<file path="src/rtl/fir_decim_pkg.sv">
// Shared constants and types for the FIR output decimator.
// Defaults here match the low-pass FIR top-level configuration.
package fir_decim_pkg;

    localparam int DATA_W     = 17;
    localparam int DECIM      = 4;
    localparam int FIFO_DEPTH = 8;
    localparam int DECIM_LOG2 = $clog2(DECIM);
    localparam int ACC_W      = DATA_W + DECIM_LOG2;

    typedef logic signed [DATA_W-1:0] sample_t;

endpackage

</file>
<file path="src/rtl/fir_out_decimator_if.sv">
// Filter-side sample stream and consumer-side valid/ready stream.
// The slave modport is the decimator's view; master is the driver's view.
interface fir_out_decimator_if #(
    parameter int DATA_W     = 17,
    parameter int FIFO_DEPTH = 8
);
    localparam int LW = $clog2(FIFO_DEPTH) + 1;

    logic              in_valid;
    logic [DATA_W-1:0] in_data;
    logic              out_valid;
    logic              out_ready;
    logic [DATA_W-1:0] out_data;
    logic [LW-1:0]     fifo_level;
    logic              overflow;

    modport slave (
        input  in_valid, in_data, out_ready,
        output out_valid, out_data, fifo_level, overflow
    );

    modport master (
        output in_valid, in_data, out_ready,
        input  out_valid, out_data, fifo_level, overflow
    );
endinterface

</file>
<file path="src/rtl/fir_out_decimator_sync_fifo.sv">
// First-word fall-through FIFO with a registered head that holds its
// last value while empty. Push while full is ignored unless a pop coincides.
module sync_fifo #(
    parameter int DEPTH = 8,
    parameter int WIDTH = 17
) (
    input  logic                       clk,
    input  logic                       rst_n,
    input  logic                       push,
    input  logic                       pop,
    input  logic [WIDTH-1:0]           din,
    output logic [WIDTH-1:0]           dout,
    output logic                       full,
    output logic                       empty,
    output logic [$clog2(DEPTH):0]     level
);
    localparam int AW = $clog2(DEPTH);

    logic [WIDTH-1:0] mem [DEPTH];
    logic [AW-1:0]    wr_q, wr_d, rd_q, rd_d;
    logic [AW:0]      level_q, level_d, lvl_left;
    logic [WIDTH-1:0] dout_q, dout_d;
    logic             do_push, do_pop;

    assign full    = (level_q == (AW+1)'(DEPTH));
    assign empty   = (level_q == '0);
    assign do_pop  = pop && !empty;
    assign do_push = push && (!full || do_pop);

    always_comb begin
        wr_d     = wr_q + AW'(do_push);
        rd_d     = rd_q + AW'(do_pop);
        lvl_left = level_q - (AW+1)'(do_pop);
        level_d  = lvl_left + (AW+1)'(do_push);
        // Head after this edge: the entry at the new read pointer, or the
        // incoming word when it lands in an otherwise empty FIFO.
        if (lvl_left != '0)
            dout_d = mem[rd_d];
        else if (do_push)
            dout_d = din;
        else
            dout_d = dout_q;
    end

    always_ff @(posedge clk) begin
        if (do_push)
            mem[wr_q] <= din;
    end

    always_ff @(posedge clk or negedge rst_n) begin
        if (!rst_n) begin
            wr_q    <= '0;
            rd_q    <= '0;
            level_q <= '0;
            dout_q  <= '0;
        end else begin
            wr_q    <= wr_d;
            rd_q    <= rd_d;
            level_q <= level_d;
            dout_q  <= dout_d;
        end
    end

    assign dout  = dout_q;
    assign level = level_q;
endmodule

</file>
<file path="src/rtl/fir_out_decimator.sv">
// Decimates the FIR output stream by DECIM and queues results for a consumer.
// FIR_DECIM_AVG_EN selects boxcar averaging instead of picking every DECIMth sample.
module fir_out_decimator
    import fir_decim_pkg::*;
#(
    parameter int DATA_W     = fir_decim_pkg::DATA_W,
    parameter int DECIM      = fir_decim_pkg::DECIM,
    parameter int FIFO_DEPTH = fir_decim_pkg::FIFO_DEPTH
) (
    input  logic                clk_100MHz,
    input  logic                reset,
    fir_out_decimator_if.slave  bus
);
    localparam int LOG2 = $clog2(DECIM);

    logic [LOG2-1:0]   phase_q, phase_d;
    logic              emit, pop, full, empty;
    logic              ovf_q, ovf_d;
    logic [DATA_W-1:0] push_data;

    assign emit    = bus.in_valid && (phase_q == LOG2'(DECIM - 1));
    assign pop     = bus.out_ready && !empty;
    assign phase_d = bus.in_valid ? phase_q + LOG2'(1) : phase_q;
    // The filter cannot stall, so a full FIFO without a pop loses the sample.
    assign ovf_d   = ovf_q | (emit && full && !pop);

`ifdef FIR_DECIM_AVG_EN
    localparam int AW = DATA_W + LOG2;

    logic signed [AW-1:0] acc_q, acc_d, ext, sum;

    always_comb begin
        ext   = {{LOG2{bus.in_data[DATA_W-1]}}, bus.in_data};
        sum   = (phase_q == '0) ? ext : acc_q + ext;
        acc_d = bus.in_valid ? sum : acc_q;
    end

    // Dropping the low LOG2 bits is the floor-rounded arithmetic shift.
    assign push_data = sum[AW-1:LOG2];

    always_ff @(posedge clk_100MHz or negedge reset) begin
        if (!reset)
            acc_q <= '0;
        else
            acc_q <= acc_d;
    end
`else
    assign push_data = bus.in_data;
`endif

    always_ff @(posedge clk_100MHz or negedge reset) begin
        if (!reset) begin
            phase_q <= '0;
            ovf_q   <= 1'b0;
        end else begin
            phase_q <= phase_d;
            ovf_q   <= ovf_d;
        end
    end

    sync_fifo #(
        .DEPTH (FIFO_DEPTH),
        .WIDTH (DATA_W)
    ) u_fifo (
        .clk   (clk_100MHz),
        .rst_n (reset),
        .push  (emit),
        .pop   (pop),
        .din   (push_data),
        .dout  (bus.out_data),
        .full  (full),
        .empty (empty),
        .level (bus.fifo_level)
    );

    assign bus.out_valid = !empty;
    assign bus.overflow  = ovf_q;
endmodule

</file>
<file path="src/flat_wrapper.sv">
// flat-port wrapper written by rule: the top's interface ports become plain ports
module fir_out_decimator_flat import fir_decim_pkg::*;
#(
    parameter int DATA_W     = fir_decim_pkg::DATA_W,
    parameter int DECIM      = fir_decim_pkg::DECIM,
    parameter int FIFO_DEPTH = fir_decim_pkg::FIFO_DEPTH
)
  (clk_100MHz, reset, bus_in_valid, bus_in_data, bus_out_ready, bus_out_valid, bus_out_data, bus_fifo_level, bus_overflow);
  fir_out_decimator_if #(.DATA_W(DATA_W), .FIFO_DEPTH(FIFO_DEPTH)) bus_i ();
  input  logic clk_100MHz;
  input  logic reset;
  input wire logic [$bits(bus_i.in_valid)-1:0] bus_in_valid;
  input wire logic [$bits(bus_i.in_data)-1:0] bus_in_data;
  input wire logic [$bits(bus_i.out_ready)-1:0] bus_out_ready;
  output wire logic [$bits(bus_i.out_valid)-1:0] bus_out_valid;
  output wire logic [$bits(bus_i.out_data)-1:0] bus_out_data;
  output wire logic [$bits(bus_i.fifo_level)-1:0] bus_fifo_level;
  output wire logic [$bits(bus_i.overflow)-1:0] bus_overflow;
  assign bus_i.in_valid = bus_in_valid;
  assign bus_i.in_data = bus_in_data;
  assign bus_i.out_ready = bus_out_ready;
  assign bus_out_valid = bus_i.out_valid;
  assign bus_out_data = bus_i.out_data;
  assign bus_fifo_level = bus_i.fifo_level;
  assign bus_overflow = bus_i.overflow;
  fir_out_decimator #(.DATA_W(DATA_W), .DECIM(DECIM), .FIFO_DEPTH(FIFO_DEPTH)) u_core (.clk_100MHz(clk_100MHz), .reset(reset), .bus(bus_i));
endmodule
</file>
<file path="config.mk">
export PLATFORM = sky130hd
export DESIGN_NAME = fir_out_decimator_flat
export DESIGN_NICKNAME = d
export VERILOG_FILES = /design/src/rtl/fir_decim_pkg.sv /design/src/rtl/fir_out_decimator_if.sv /design/src/rtl/fir_out_decimator_sync_fifo.sv /design/src/rtl/fir_out_decimator.sv /design/src/flat_wrapper.sv
export SDC_FILE = /design/constraint.sdc
export NUM_CORES = 1
export LEC_CHECK = 0
export CAP_MARGIN = 40
export CORE_AREA = 2 2 133 135
export DETAILED_ROUTE_END_ITERATION = 10
export DIE_AREA = 0 0 135 137
export REMOVE_ABC_BUFFERS = 1
export SYNTH_ARGS = -nofsm -noshare
export SYNTH_HDL_FRONTEND = slang
export SYNTH_SLANG_ARGS = --single-unit
</file>
<file path="constraint.sdc">
create_clock -name clk_100MHz -period 3.4 [get_ports clk_100MHz]
set_input_delay 0.68 -clock clk_100MHz [delete_from_list [all_inputs] [get_ports clk_100MHz]]
set_output_delay 0.68 -clock clk_100MHz [all_outputs]
set_load 0.01 [all_outputs]
</file>
; ---- Yosys cells after proc, flatten, opt, wreduce, memory -nomap -nowiden
; Memories as Yosys holds them, arrays and structs flattened.
; Cells that the tools add are included.
[op_classes]
n_addsub = 5
n_mux = 4
n_reduce_logical = 13
n_eq_ne = 2
bitwise = 1
[ops]
columns = operator, count
row1 = 17-bit two-way mux, 2
row2 = 3-bit by 1-bit adder with 3-bit output, 2
row3 = 1-bit logical AND, 6
row4 = 4-bit by 1-bit adder with 4-bit output, 1
row5 = "4-bit equality test, second input constant", 1
row6 = 4-bit zero test, 1
row7 = 4-bit nonzero test, 1
row8 = 4-bit by 1-bit subtractor with 4-bit output, 1
row9 = 1-bit zero test, 3
row10 = "2-bit by 1-bit adder with 2-bit output, second input constant", 1
row11 = "2-bit equality test, second input constant", 1
row12 = 1-bit two-way mux, 2
row13 = 2-bit nonzero test, 1
row14 = 1-bit logical OR, 1
row15 = 1-bit bitwise OR, 1
[totals]
mem_count = 1
wordCells = 32
output_inout_bits = 23
regBits = 30
ram_bits = 136
inputBits = 21
[memory_table]
columns = name, words, word_bits, read_ports, rd_clocked_by_memory_dff, write_ports, line_no
row1 = u_core.u_fifo.mem, 8, 17, 1, 0, 1, fir_out_decimator_sync_fifo.sv:19  ; logic [WIDTH-1:0] mem [DEPTH];

; ---- Longest topological paths before layout
[depth]
ltp_word = 8
mapped_depth = 12
depth_no_buf = 10

; ---- Modules after synthesis
; Synthesis repeated with hierarchy kept, for this count alone.
[unflattened]
hier_cells = 312
hier_area_um2 = 6590.1
[modules_own_cells]
columns = module, seq_area_each_um2, instances, area_each_um2, cells_each
row1 = sync_fifo, 4759.6, 1, 6451.2, 301
row2 = fir_out_decimator, 75.1, 1, 138.9, 11

; ---- Worst setup path before layout
; Ideal clock, no wire load.
[synth_timing]
kind = in2reg
from = in bus_out_ready
to = mem u_core.u_fifo.mem[4][0] (enable)
path_stages = 4
required_time_ps = 2959
setup_time_ps = 441
slack_ps = 58
n_path_buf = 2
arrival_ps = 2901
path_cell_list = o311ai_4 -> buf_6 -> buf_6 -> nor4b_1
[synth_between]
elab_chain_len = 6
[synth_rtl]
columns = item, line_no
row1 = from (decl), flat_wrapper.sv:14  ; input wire logic [$bits(bus_i.out_ready)-1:0] bus_out_ready;
row2 = 1-bit logical AND, fir_out_decimator.sv:22  ; assign pop = bus.out_ready && !empty;
row3 = 1-bit logical AND, fir_out_decimator_sync_fifo.sv:27  ; assign do_pop = pop && !empty;
row4 = 1-bit logical OR, fir_out_decimator_sync_fifo.sv:28  ; assign do_push = push && (!full || do_pop);
row5 = 1-bit logical AND, fir_out_decimator_sync_fifo.sv:28
row6 = 1-bit two-way mux, fir_out_decimator_sync_fifo.sv:46  ; if (do_push)
row7 = 1-bit two-way mux (not written as such), fir_out_decimator_sync_fifo.sv:47  ; mem[wr_q] <= din;
row8 = to (decl), fir_out_decimator_sync_fifo.sv:19
; No other way between the ends.

; ---- Worst setup path after layout
[layout_timing]
from = reg u_core.u_fifo.level_q[2] (netlist: u_core.u_fifo.level[2])
to = reg u_core.u_fifo.dout_q[11] (netlist: u_core.u_fifo.dout[11])
[layout_between]
elab_chain_len = 7
elab_cells_between_ends = 14
cone_classes = 2 x add/sub / 1 x eq/ne / 1 x mux / 9 x reduce/logical / 1 x memory
[layout_rtl]
columns = item, line_no
row1 = from (decl), fir_out_decimator_sync_fifo.sv:21  ; logic [AW:0] level_q, level_d, lvl_left;
row2 = from (signal assigned), fir_out_decimator_sync_fifo.sv:59  ; level_q <= level_d;
row3 = 4-bit zero test (*), fir_out_decimator_sync_fifo.sv:26  ; assign empty = (level_q == '0);
row4 = 1-bit zero test (*), "fir_out_decimator_sync_fifo.sv:27, fir_out_decimator.sv:22"
row5 = 1-bit logical AND, fir_out_decimator.sv:22
row6 = 1-bit logical AND (*), fir_out_decimator_sync_fifo.sv:27
row7 = 3-bit by 1-bit adder with 3-bit output (*), fir_out_decimator_sync_fifo.sv:32  ; rd_d = rd_q + AW'(do_pop);
row8 = via u_core.u_fifo.rd_d[1], fir_out_decimator_sync_fifo.sv:20  ; logic [AW-1:0] wr_q, wr_d, rd_q, rd_d;
row9 = memory 8 x 17 bit (*), n/a
row10 = 17-bit two-way mux (*), fir_out_decimator_sync_fifo.sv:37  ; if (lvl_left != '0)
row11 = to (signal assigned), fir_out_decimator_sync_fifo.sv:60  ; dout_q <= dout_d;
row12 = to (decl), fir_out_decimator_sync_fifo.sv:22  ; logic [WIDTH-1:0] dout_q, dout_d;
; Mark *: on every way through the listed nets, which the timed path passes. The rest lies on a longest branch.
; A chain may end at the register's enable or synchronous reset.

==> results.py <==
metrics = {
    "outcome": {
        "status": "complete, no violations",
    },
    "synth": {
        "synth_commonest_cells": "136 x edfxtp_1, 68 x mux2i_1, 34 x nand3_1, 30 x dfrtp_1",
        "synth.most_common_cell": "edfxtp_1",
        "synthArstFlopShare_pct": 18.1,
        "synth_top_cell_area_share_pct": 60.9,
        "synthesis.area_mm2": 0.00670,
        "ys_ff_latch": 166,
        "synth.area.top_cells": "edfxtp_1 61%, dfrtp_1 11%, mux2i_1 10%",
        "synth_edf_count": 136,
        "yosys_warnings": 0,
        "syn_inst": 368,
        "synthFlopType": "edfxtp_1",
        "yosysTopAreaCell": "edfxtp_1",
        "syn_avg_cell_area_um2": 18.2,
        "synth.yosys.seq_area_share_pct": 72.1,
        "yosysUniqueCellTypes": 30,
    },
    "critical_path": {
        "path_cells": "or3_4 > nand2b_1 > and2_1 > ha_1 > ha_2 > buf_12 > mux4_2 > o211ai_1 > mux2i_1",
        "critPathCaptureType": "flip-flop",
        "critPathKind": "flip-flop to flip-flop",
        "start_kind": "flip-flop",
        "crit_path_max_incr_delay_ns": 0.53,
        "crit_slowest_cell": "mux4_2",
        "cp.arrival_ns": 3.22,
        "worstPathRequired_ns": 3.69,
        "worst-path-max-fanout": 25,
        "rr_worst_depth": 9,
    },
    "routing": {
        "ant_nets": 0,
        "wl_met1_um": 6340,
        "drt_iter0_drc": 250,
        "wl_met2_um": 6410,
        "route.detailed.drc": 0,
        "via_per_inst": 5.18,
        "wl_per_cell_um": 19.8,
        "vias": 3509,
        "highest_layer": "met4",
        "wl_met3_um": 485,
        "drt_pass1_iterations": 4,
        "drt-total-wl_um": 13400,
    },
    "clocking": {
        "post_cts_buffers": 0,
        "holdBufCountCts": 0,
        "cts_tree": "yes",
        "clk_path_buf_depth": 2,
        "clock-sinks": 166,
        "clock_latency_ns": 0.42,
        "post_cts_resized": 0,
        "cts-root-buf": "clkbuf_16",
        "path_clk_slew_ns": 0.06,
        "cts_htree_levels": 4,
        "cts_made_buffers": 17,
    },
    "grt": {
        "grt_pass1_vias": 3688,
        "grt_pass1_wl_um": 21300,
        "gr-total-overflow": 0,
        "grt_use_total_pct": 15.9,
        "grt_antenna_before_repair": 0,
        "grt_max_degree": 34,
    },
    "die": {
        "rows": 48,
        "die_y_um": 137,
        "die_x_um": 135,
        "die-area_mm2": 0.0185,
        "initial_core_util_pct": 39.3,
        "ioPinCount": 44,
        "core_mm2": 0.0171,
    },
    "sta": {
        "fmax_mhz": 342,
        "min_period_ns": 2.93,
        "worst_slack_ns": 0.473,
        "tightest_slew_ns": 0.616,
        "fin_crit_sh_pct": 86.1,
        "finalHoldViolations": 0,
        "finalMaxSlewViolations": 0,
        "rsz0062_at_grt": "false",
        "clock_skew_ns": 0.00928,
        "final-setup-viol-count": 0,
        "slew_headroom_pct": 58.7,
    },
    "cells_and_area": {
        "syn_to_final_growth_pct": 21.8,
        "diodes": 0,
        "fin_util_pct": 47.8,
        "final_cell_count_no_fill": 677,
        "drive_above_1_share_pct": 19.7,
        "fillers": 1479,
        "nNetsFinal": 469,
    },
    "power_and_ir_drop": {
        "ir_drop_uv": 657,
        "p_leak_nw": 3.05,
        "power_density_mw_per_mm2": 903,
    },
    "placement": {
        "io_buffers": 43,
        "pre_cts_slack_ns": 0.284,
        "place.gp.congestion": 0.740,
        "dp_cells": 645,
        "hpwl_um": 8450,
    },
    "hold_path": {
        "hold_class": "primary input to asynchronous set/reset pin",
    },
    "job": {
        "max_cap_violations": 0,
    },
}
through the flow:
stage | total power [W] | hold WS [ns] | setup TNS [ns] | area [um2]
after CTS | 0.00747 | 0.0294 | 0 | 8160
after global placement | 0.00560 | 0.456 | 0 | 7590
final | 0.00737 | 0.0505 | 0 | 8160
after floorplan | 0.00458 | 0.384 | -15.23 | 6570
after global routing | 0.00780 | 0.0372 | 0 | 8160
after detailed placement | 0.00566 | 0.463 | 0 | 7610
cell usage in the layout (no fill, tap or decap), types with 2 or more instances in the layout:
| cell type | synthesis | final |
|---|---|---|
| buf_12 | 1 | 5 |
| buf_4 | 4 | 25 |
| bufinv_16 | 0 | 2 |
| clkbuf_1 | 7 | 3 |
| clkbuf_16 | 0 | 17 |
| clkdlybuf4s50_1 | 0 | 42 |
| clkinv_1 | 1 | 4 |
| clkinv_2 | 0 | 5 |
| clkinvlp_4 | 0 | 2 |
| dfrtp_1 | 30 | 30 |
| edfxtp_1 | 136 | 136 |
| ha_1 | 9 | 8 |
| inv_1 | 8 | 8 |
| mux2i_1 | 68 | 68 |
| mux4_2 | 17 | 17 |
| nand3_1 | 34 | 34 |
| nor3_2 | 0 | 2 |
| nor3b_1 | 2 | 2 |
| nor4_2 | 0 | 4 |
| nor4b_2 | 0 | 2 |
| o211ai_1 | 17 | 17 |
| xnor2_1 | 4 | 4 |
| xor2_1 | 2 | 2 |
critical path, delay by kind of cell (launching register included):
family | cells | cell delay [ns]
adder cells (fa/ha/maj) | 2 | 0.57
AND/OR/NAND/NOR | 3 | 0.77
AO/OA/AOI/OAI | 1 | 0.17
buffers and inverters | 1 | 0.22
multiplexers | 2 | 0.63
flip-flops | 1 | 0.42
per-layer routing:
layer / global-route usage, % / up-vias
li1: - / 1600
met1: 21.8 / 1828
met2: 25.4 / 72
met3: 3.33 / 9
met4: 5.56 / 0
met5: 0 / -
worst paths after layout:
check / from / slack [ns] / endpoint
max: u_core.u_fifo.level[2] / 0.47 / u_core.u_fifo.dout[11]
min: reset / 0.05 / u_core.u_fifo.level[2]
max reg2reg: u_core.u_fifo.level[2] / 0.47 / u_core.u_fifo.dout[11]
min reg2reg: u_core.bus.overflow / 0.47 / u_core.bus.overflow
max in group asynchronous: reset / 2.98 / u_core.u_fifo.dout[7]
min in group clk_100MHz: u_core.bus.overflow / 0.47 / u_core.bus.overflow
state kept, by name, summed over array words and instances, names as in the netlist:
register             count
u_core.u_fifo.dout      17
u_core.phase_q           2
u_core.bus.overflow      1
u_core.u_fifo.rd_q       3
u_core.u_fifo.wr_q       3
u_core.u_fifo.mem      136
u_core.u_fifo.level      4
power by group:
group	internal (W)	leakage, nW	total [W]	switching [W]
Clock	0.00106	0.266	0.00180	0.000731
Sequential	0.00251	1.57	0.00268	0.000176
Combinational	0.00144	1.21	0.00289	0.00145
Total	0.00501	3.05	0.00737	0.00236
logic make-up after synthesis:
| family | Yosys count | share of synthesized area, % |
|---|---|---|
| and+or+nand+nor | 50 | 4.13 |
| DFF | 166 | 72.1 |
| xor gates and xnor gates | 7 | 1.03 |
| buffers and inverters | 31 | 2.56 |
| muxes | 86 | 16.0 |
| AOI/OAI and AO/OA | 19 | 2.43 |
| adders and majority gates | 9 | 1.68 |
area by class of cell:
type                    instances  area (um2)  share of cell area [%]
clock inverters                12         111                    1.36
multi-input cells             171        1750                    21.4
well taps                     225         282                    3.45
repair buffers                 73         713                    8.74
clock buffers                  20         437                    5.35
flip-flops and latches        166        4830                    59.2
inverters                      10        37.5                   0.460
(Power assumes the default switching activity.)
